**src/rtl/uart_mem_port.sv**
```systemverilog
// UART access controller behind the MEM stage.
// Drives the CPLD rdn/wrn handshake over the low byte of RAM1.
module uart_mem_port #(
  parameter logic [15:0] DATA_ADDR     = 16'hBF00,
  parameter logic [15:0] STAT_ADDR     = 16'hBF01,
  parameter int          WR_LOW_CYCLES = 2,
  parameter int          RD_LOW_CYCLES = 2,
  parameter int          SETTLE_CYCLES = 3
) (
  input  logic        CLK,
  input  logic        RST,
  input  logic [15:0] addr,
  input  logic [15:0] wdata,
  input  logic        mem_read,
  input  logic        mem_write,
  output logic [15:0] rdata,
  output logic        busy,
  output logic        uart_sel,
  output logic [7:0]  bus_dout,
  output logic        bus_oe,
  input  logic [7:0]  bus_din,
  input  logic        tbre,
  input  logic        tsre,
  input  logic        data_ready,
  output logic        rdn,
  output logic        wrn
);

  typedef enum logic [2:0] {
    IDLE,
    WR_LOW,
    WR_SETTLE,
    WR_WAIT,
    RD_WAIT,
    RD_LOW,
    DONE
  } state_t;

  localparam logic [7:0] WR_N = 8'(WR_LOW_CYCLES - 1);
  localparam logic [7:0] RD_N = 8'(RD_LOW_CYCLES - 1);
  localparam logic [7:0] ST_N = 8'(SETTLE_CYCLES - 1);

  state_t     state;
  logic [7:0] cnt;
  logic [1:0] tbre_q;
  logic [1:0] tsre_q;
  logic [1:0] dr_q;
  logic       tbre_s;
  logic       tsre_s;
  logic       data_ready_s;
  logic       is_data;
  logic       is_stat;
  logic       sel;
  logic       unused_hi;

  always_ff @(posedge CLK or negedge RST) begin
    if (!RST) begin
      tbre_q <= '0;
      tsre_q <= '0;
      dr_q   <= '0;
    end else begin
      tbre_q <= {tbre_q[0], tbre};
      tsre_q <= {tsre_q[0], tsre};
      dr_q   <= {dr_q[0], data_ready};
    end
  end

  assign tbre_s       = tbre_q[1];
  assign tsre_s       = tsre_q[1];
  assign data_ready_s = dr_q[1];

  assign is_data  = (addr == DATA_ADDR);
  assign is_stat  = (addr == STAT_ADDR);
  assign sel      = (mem_read | mem_write) && (is_data || is_stat);
  assign uart_sel = sel;
  assign busy     = sel && (state != DONE);
  assign unused_hi = ^wdata[15:8];

  // A request with both mem_read and mem_write set is served as a read.
  always_ff @(posedge CLK or negedge RST) begin
    if (!RST) begin
      state    <= IDLE;
      cnt      <= '0;
      rdn      <= 1'b1;
      wrn      <= 1'b1;
      bus_oe   <= 1'b0;
      bus_dout <= '0;
      rdata    <= '0;
    end else begin
      case (state)
        IDLE: begin
          if (sel) begin
            unique case (1'b1)
              mem_read && is_stat: begin
                rdata <= {14'b0, data_ready_s, tbre_s & tsre_s};
                state <= DONE;
              end
              mem_read && is_data: begin
                state <= RD_WAIT;
              end
              !mem_read && is_data: begin
                wrn      <= 1'b0;
                bus_oe   <= 1'b1;
                bus_dout <= wdata[7:0];
                cnt      <= WR_N;
                state    <= WR_LOW;
              end
              !mem_read && is_stat: begin
                state <= DONE;
              end
            endcase
          end
        end
        WR_LOW: begin
          if (cnt == 8'd0) begin
            wrn   <= 1'b1;
            cnt   <= ST_N;
            state <= WR_SETTLE;
          end else begin
            cnt <= cnt - 8'd1;
          end
        end
        WR_SETTLE: begin
          if (cnt == 8'd0) begin
            bus_oe <= 1'b0;
            state  <= WR_WAIT;
          end else begin
            cnt <= cnt - 8'd1;
          end
        end
        WR_WAIT: begin
          if (tbre_s && tsre_s) state <= DONE;
        end
        RD_WAIT: begin
          if (data_ready_s) begin
            rdn   <= 1'b0;
            cnt   <= RD_N;
            state <= RD_LOW;
          end
        end
        RD_LOW: begin
          if (cnt == 8'd0) begin
            rdn   <= 1'b1;
            rdata <= {8'h00, bus_din};
            state <= DONE;
          end else begin
            cnt <= cnt - 8'd1;
          end
        end
        DONE: state <= IDLE;
        default: state <= IDLE;
      endcase
    end
  end

endmodule

```
**config.mk**
```make
export PLATFORM = sky130hd
export DESIGN_NAME = uart_mem_port
export DESIGN_NICKNAME = d
export VERILOG_FILES = /design/src/rtl/uart_mem_port.sv
export SDC_FILE = /design/constraint.sdc
export NUM_CORES = 1
export LEC_CHECK = 0
export BUFFER_PORTS_ARGS = -buffer_cell sky130_fd_sc_hd__buf_2
export CORE_ASPECT_RATIO = 0.8
export CORE_MARGIN = 3
export CORE_UTILIZATION = 49
export CTS_CLUSTER_SIZE = 24
export DETAILED_ROUTE_END_ITERATION = 6
export HOLD_SLACK_MARGIN = 0.03
export MAX_ROUTING_LAYER = met4
export PLACE_DENSITY = 0.79
export SYNTH_ARGS = -nofsm -noshare
export SYNTH_HDL_FRONTEND = slang
export SYNTH_SLANG_ARGS = --single-unit
```
**constraint.sdc**
```tcl
create_clock -name CLK -period 2.3 [get_ports CLK]
set_input_delay 0.46 -clock CLK [delete_from_list [all_inputs] [get_ports CLK]]
set_output_delay 0.46 -clock CLK [all_outputs]
set_load 0.03 [all_outputs]
```
# == Word level (Yosys, flattened, before mapping) ==
# Index checks and enable logic that the tools add are counted.
# totals
reg_bits,44
word_cells,83
out_inout_bits,29
input_bits,47
# op_classes
add_sub_neg,1
eq_ne,17
n_bitwise,2
reduce_logical,25
n_mux,28
# ops
cell,count
2-to-1 mux 16 bit,3
2-to-1 mux 8 bit,5
"== test 16 bit, second input constant",2
case mux 16 bit (2 select lines),1
case mux 8 bit (4 select lines),1
2-to-1 mux 3 bit,6
"!= test 2 bit, second input constant",9
case mux 3 bit (6 select lines),1
AND reduction 4 bit,3
case mux 3 bit (3 select lines),1
zero test 8 bit,1
nonzero test 2 bit,4
"subtractor 8 x 1 -> 8 bit, second input constant",1
logical AND 1 bit,7
2-to-1 mux 1 bit,7
"== test 3 x 2 -> 1 bit, second input constant",2
"== test 3 bit, second input constant",2
case mux 1 bit (2 select lines),3
AND reduction 3 bit,2
AND reduction 6 bit,1
AND reduction 5 bit,1
nonzero test 4 bit,1
OR reduction 2 bit,2
"== test 3 x 1 -> 1 bit, second input constant",1
6 further kinds,6

# == Longest topological paths before layout ==
# logic_depth
ltp_word,6
depth_mapped,10
ltp_nobuf,7

# == Least setup slack after synthesis ==
# Ideal clock, no wire load.
# synth_timing
kind,input -> output
start,in addr[4]
end,out busy
n_path_buf,0
stages,4
setup_slack_ns,0.104
arrival_time_ns,1.736
required_ns,1.840
path_cell_list,nor4b_1 > and4_1 > o21ai_0 > a21oi_1
# synth_between
elab_chain_cells,4
word_cells_on_any_way,5
classes_between,2 x eq/ne; 3 x reduce/logical
# synth_rtl
item,line,source
"start, declared",12,"input logic [15:0] addr,"
== test 16 bit (on tied branches),"72, 73",
logical OR 1 bit (*),74,assign sel = (mem_read | mem_write) && (is_data || is_stat);
logical AND 1 bit (*),74,
logical AND 1 bit (*),76,assign busy = sel && (state != DONE);
"end, declared",17,"output logic busy,"
# Every way passes the cells marked *; elsewhere a longest branch is shown, timed or not.

# == Final worst setup path ==
# layout_timing
start,reg cnt[0]
end,reg cnt[2]
# layout_between
elab_chain_cells,3
word_cells_on_any_way,7
classes_between,1 x add/sub; 1 x eq/ne; 3 x mux; 2 x reduce/logical
# layout_rtl
item,line,source
"start, declared",44,logic [7:0] cnt;
"start signal, assigned",120,cnt <= cnt - 8'd1;
"start signal, assigned",128,cnt <= cnt - 8'd1;
"start signal, assigned",147,cnt <= cnt - 8'd1;
subtractor 8 x 1 -> 8 bit / zero test 8 bit (equally long branches),--,
"2-to-1 mux 8 bit, or another cell as far along","124, 142",
case mux 8 bit (4 select lines) / AND reduction 5 bit (equally long branches),--,
# Parallel ways exist; a longest one is shown, timed or not. The select of a mux whose other input is x is not followed.
# A chain may end at the register's enable or synchronous reset.

==> impl_metrics.csv <==
group,metric,value,unit
layout,fillCellCount,295,
placement,place_area,2391,um^2
yosys,avgSynthCellArea,9.660,um^2
placement,routabilityCongestion,0.9702,
timing,tns,0,ns
die,die_area,4823,um^2
die,die_h,62.72,um
route,drc_errors,0,
min_path,min_path_type,"primary input to async pin",
clock_tree,cts-root-buf,"clkbuf_8",
yosys,netlist_area,1971,um^2
yosys,synth_warnings,0,
yosys,synth.top_cell.area_share,43.17,%
power_and_ir_drop,cellPowerDensity,1231,nW/um^2
placement,dp_hpwl,3467,um
worst_setup_path,worstSetupPathType,"flop to flop",
worst_setup_path,startpoint,"cnt[0]",
route,via_per_inst,5.385,
timing,maxSlewHeadroom,49.53,%
die,initial_core_util,54.18,%
yosys,ys.flop_type,"dfrtp_1",
clock_tree,cts-buffers-inserted,5,
route,routed_wl,4632,um
route,drt-initial-drc-count,158,
clock_tree,htreeDepth,2,
yosys,synthMostInstantiatedCell,"dfrtp_1",
global_routing,grt_start_max_net_pins,37,
outcome,status,"complete, no violations",
timing,period_minus_slack,2.168,ns
route,avgRoutedWirePerCell,14.04,um
worst_setup_path,path_cells,"inv_1 > ha_1 > or4b_4 > nand2b_4 > a221oi_4 > a22oi_1 > o32ai_1",
global_routing,grt_pass1_vias,1637,
clock_tree,cts_hold_buffers,0,
global_routing,overflow,0,
yosys,yosysTopAreaCell,"dfrtp_1",
timing,fin_crit_sh,94.25,%
worst_setup_path,rr_startpoint,"cnt[0]",
worst_setup_path,end_kind,"flop",
die,ios,76,
yosys,synthCells,204,
yosys,synth.yosys.seq_area_share,45.84,%
die,core,3637,um^2
layout,nets,327,
global_routing,antenna_found_initial,0,
timing,hold_ws,0.2398,ns
worst_setup_path,slowest_stage,"or4b_4",
power_and_ir_drop,ir_worst_vdd,0.0007647,V
timing,worstMarginPinSlew,0.7570,ns
clock_tree,clock_path_buffers,2,
global_routing,grt_pass1_wl,7721,um
layout,areaGrowthSynthToFinish,26.98,%
timing,rsz0062_at_grt,"no",
worst_setup_path,arrival,2.34,ns
layout,diodes,0,
yosys,async_flop_share,100.0,%
route,drt-pass1-iter-count,6,
layout,drive_above_1_share,38.85,%
die,num_rows,19,
worst_setup_path,crit_fanout,6,
timing,fin_skew,0.002655,ns
power_and_ir_drop,p_leak,1.255,nW
clock_tree,clock_latency,0.29,ns
timing,final_max_slew_viol_count,0,
yosys,synth_common_cells,"dfrtp_1, nand2_1, a21oi_1",
power_and_ir_drop,power.total,0.003081,W
yosys,synth_edf_count,0,
clock_tree,clk_pin_slew,0.07,ns
die,die_w,76.90,um
clock_tree,cts_tree,"built",
layout,fin_area,2502,um^2
global_routing,groute.usage.overall,20.59,%
route,vias,1777,
placement,portBuffers,59,
timing,hold_violations,0,
run,cap_violations,0,
yosys,ys_top_cells_by_area,"dfrtp_1, mux2_2, a21oi_1, nand2_1, buf_4",
timing,fmax,461.3,MHz
worst_setup_path,critPathRequiredTime,2.47,ns
timing,finalSetupViolCount,0,
worst_setup_path,max_stage_delay,0.51,ns
yosys,synth_cell_types,53,
clock_tree,cts.sinks,36,
route,drtAntennaViolNets,0,
yosys,synth-seq-cells,36,
worst_setup_path,start_kind,"flop",
==> layout make-up <==
type	count	area (um^2)	area share (%)
inverter	10	37.54	1.500
timing repair buffer	78	437.9	17.50
tap	52	65.06	2.600
clock buffer	7	96.34	3.850
sequential	36	903.4	36.10
multi-input combinational	147	962.2	38.45
==> timing repair <==
action                                  CTS  global route
endpoints found under the setup margin    0             2
hold endpoints to repair                  0             0
gates resized for setup                   0             3
setup buffers                             0             0
==> layout by cell type, fill, tap and decap left out, types with 3 or more instances in the layout <==
cell      synthesis  final
buf_4             8     19
inv_1            10     10
o21ai_0           7      7
o21ai_1          10     10
conb_1            1      8
dfrtp_1          34     34
nor2b_1           4      3
a21oi_1          17     17
buf_2             3     59
nor2_1           10     10
nor3_1            6      6
nand4_1           4      4
clkbuf_8          0      7
mux2_2            9      9
a22oi_1           4      4
nand3_1           4      4
a31oi_1           6      6
nand2_1          21     21
==> metal layers <==
metal | part of all wire (%) | global-route usage (%)
met5 | 0 | -
met4 | 0.56 | 4.072
met3 | 9.8 | 6.484
met2 | 45 | 29.57
met1 | 45 | 28.70
==> flip-flops by register name (all words and copies together), names as in the netlist <==
name / count
bus_dout: 8
bus_oe: 1
cnt: 8
dr_q: 2
rdata: 8
rdn: 1
state: 3
tbre_q: 2
tsre_q: 2
wrn: 1
==> where the power goes <==
part / internal [W] / switching, W
registers: 0.000793 / 0.000146
logic: 0.000693 / 0.000973
clock network: 0.000266 / 0.000209
==> per-stage QoR <==
stage                     setup slack (ns)  util, %  cells
final                               0.1323    68.80    330
after global routing               0.03880    68.80    330
after CTS                          0.06412    68.39    330
after detailed placement            0.1048    65.74    323
after global placement              0.1460    65.74    323
after floorplan                     0.1041        -    211
==> worst max-delay path: cells and delay by family, from the launching register on <==
| family | cells | cell delay, ns |
|---|---|---|
| and+or+nand+nor | 2 | 0.70 |
| buffers and inverters | 1 | 0.10 |
| adders and majority gates | 1 | 0.14 |
| AOI/OAI and AO/OA | 3 | 0.72 |
| DFF | 1 | 0.40 |
==> kinds of logic after synthesis <==
logic type,count (synthesis),share of synthesized area (%)
AO/OA/AOI/OAI,57,18.99
adder cells (fa/ha/maj),2,1.270
buffers and inverters,28,7.429
multiplexers,11,6.222
flip-flops,36,45.84
other,1,0.1903
AND/OR/NAND/NOR,69,20.07
==> worst paths after layout <==
check | end | slack (ns) | cells past startpoint
setup / recovery | cnt[2] | 0.13 | 7
hold / removal | rdata[6] | 0.24 | 1
setup reg to reg | cnt[2] | 0.13 | 7
hold reg to reg | tsre_q[1] | 0.35 | 0
max in group asynchronous | bus_dout[2] | 1.58 | 1
min in group CLK | tbre_q[0] | 0.27 | 1
Note: power is estimated with default switching activity, not from simulation.
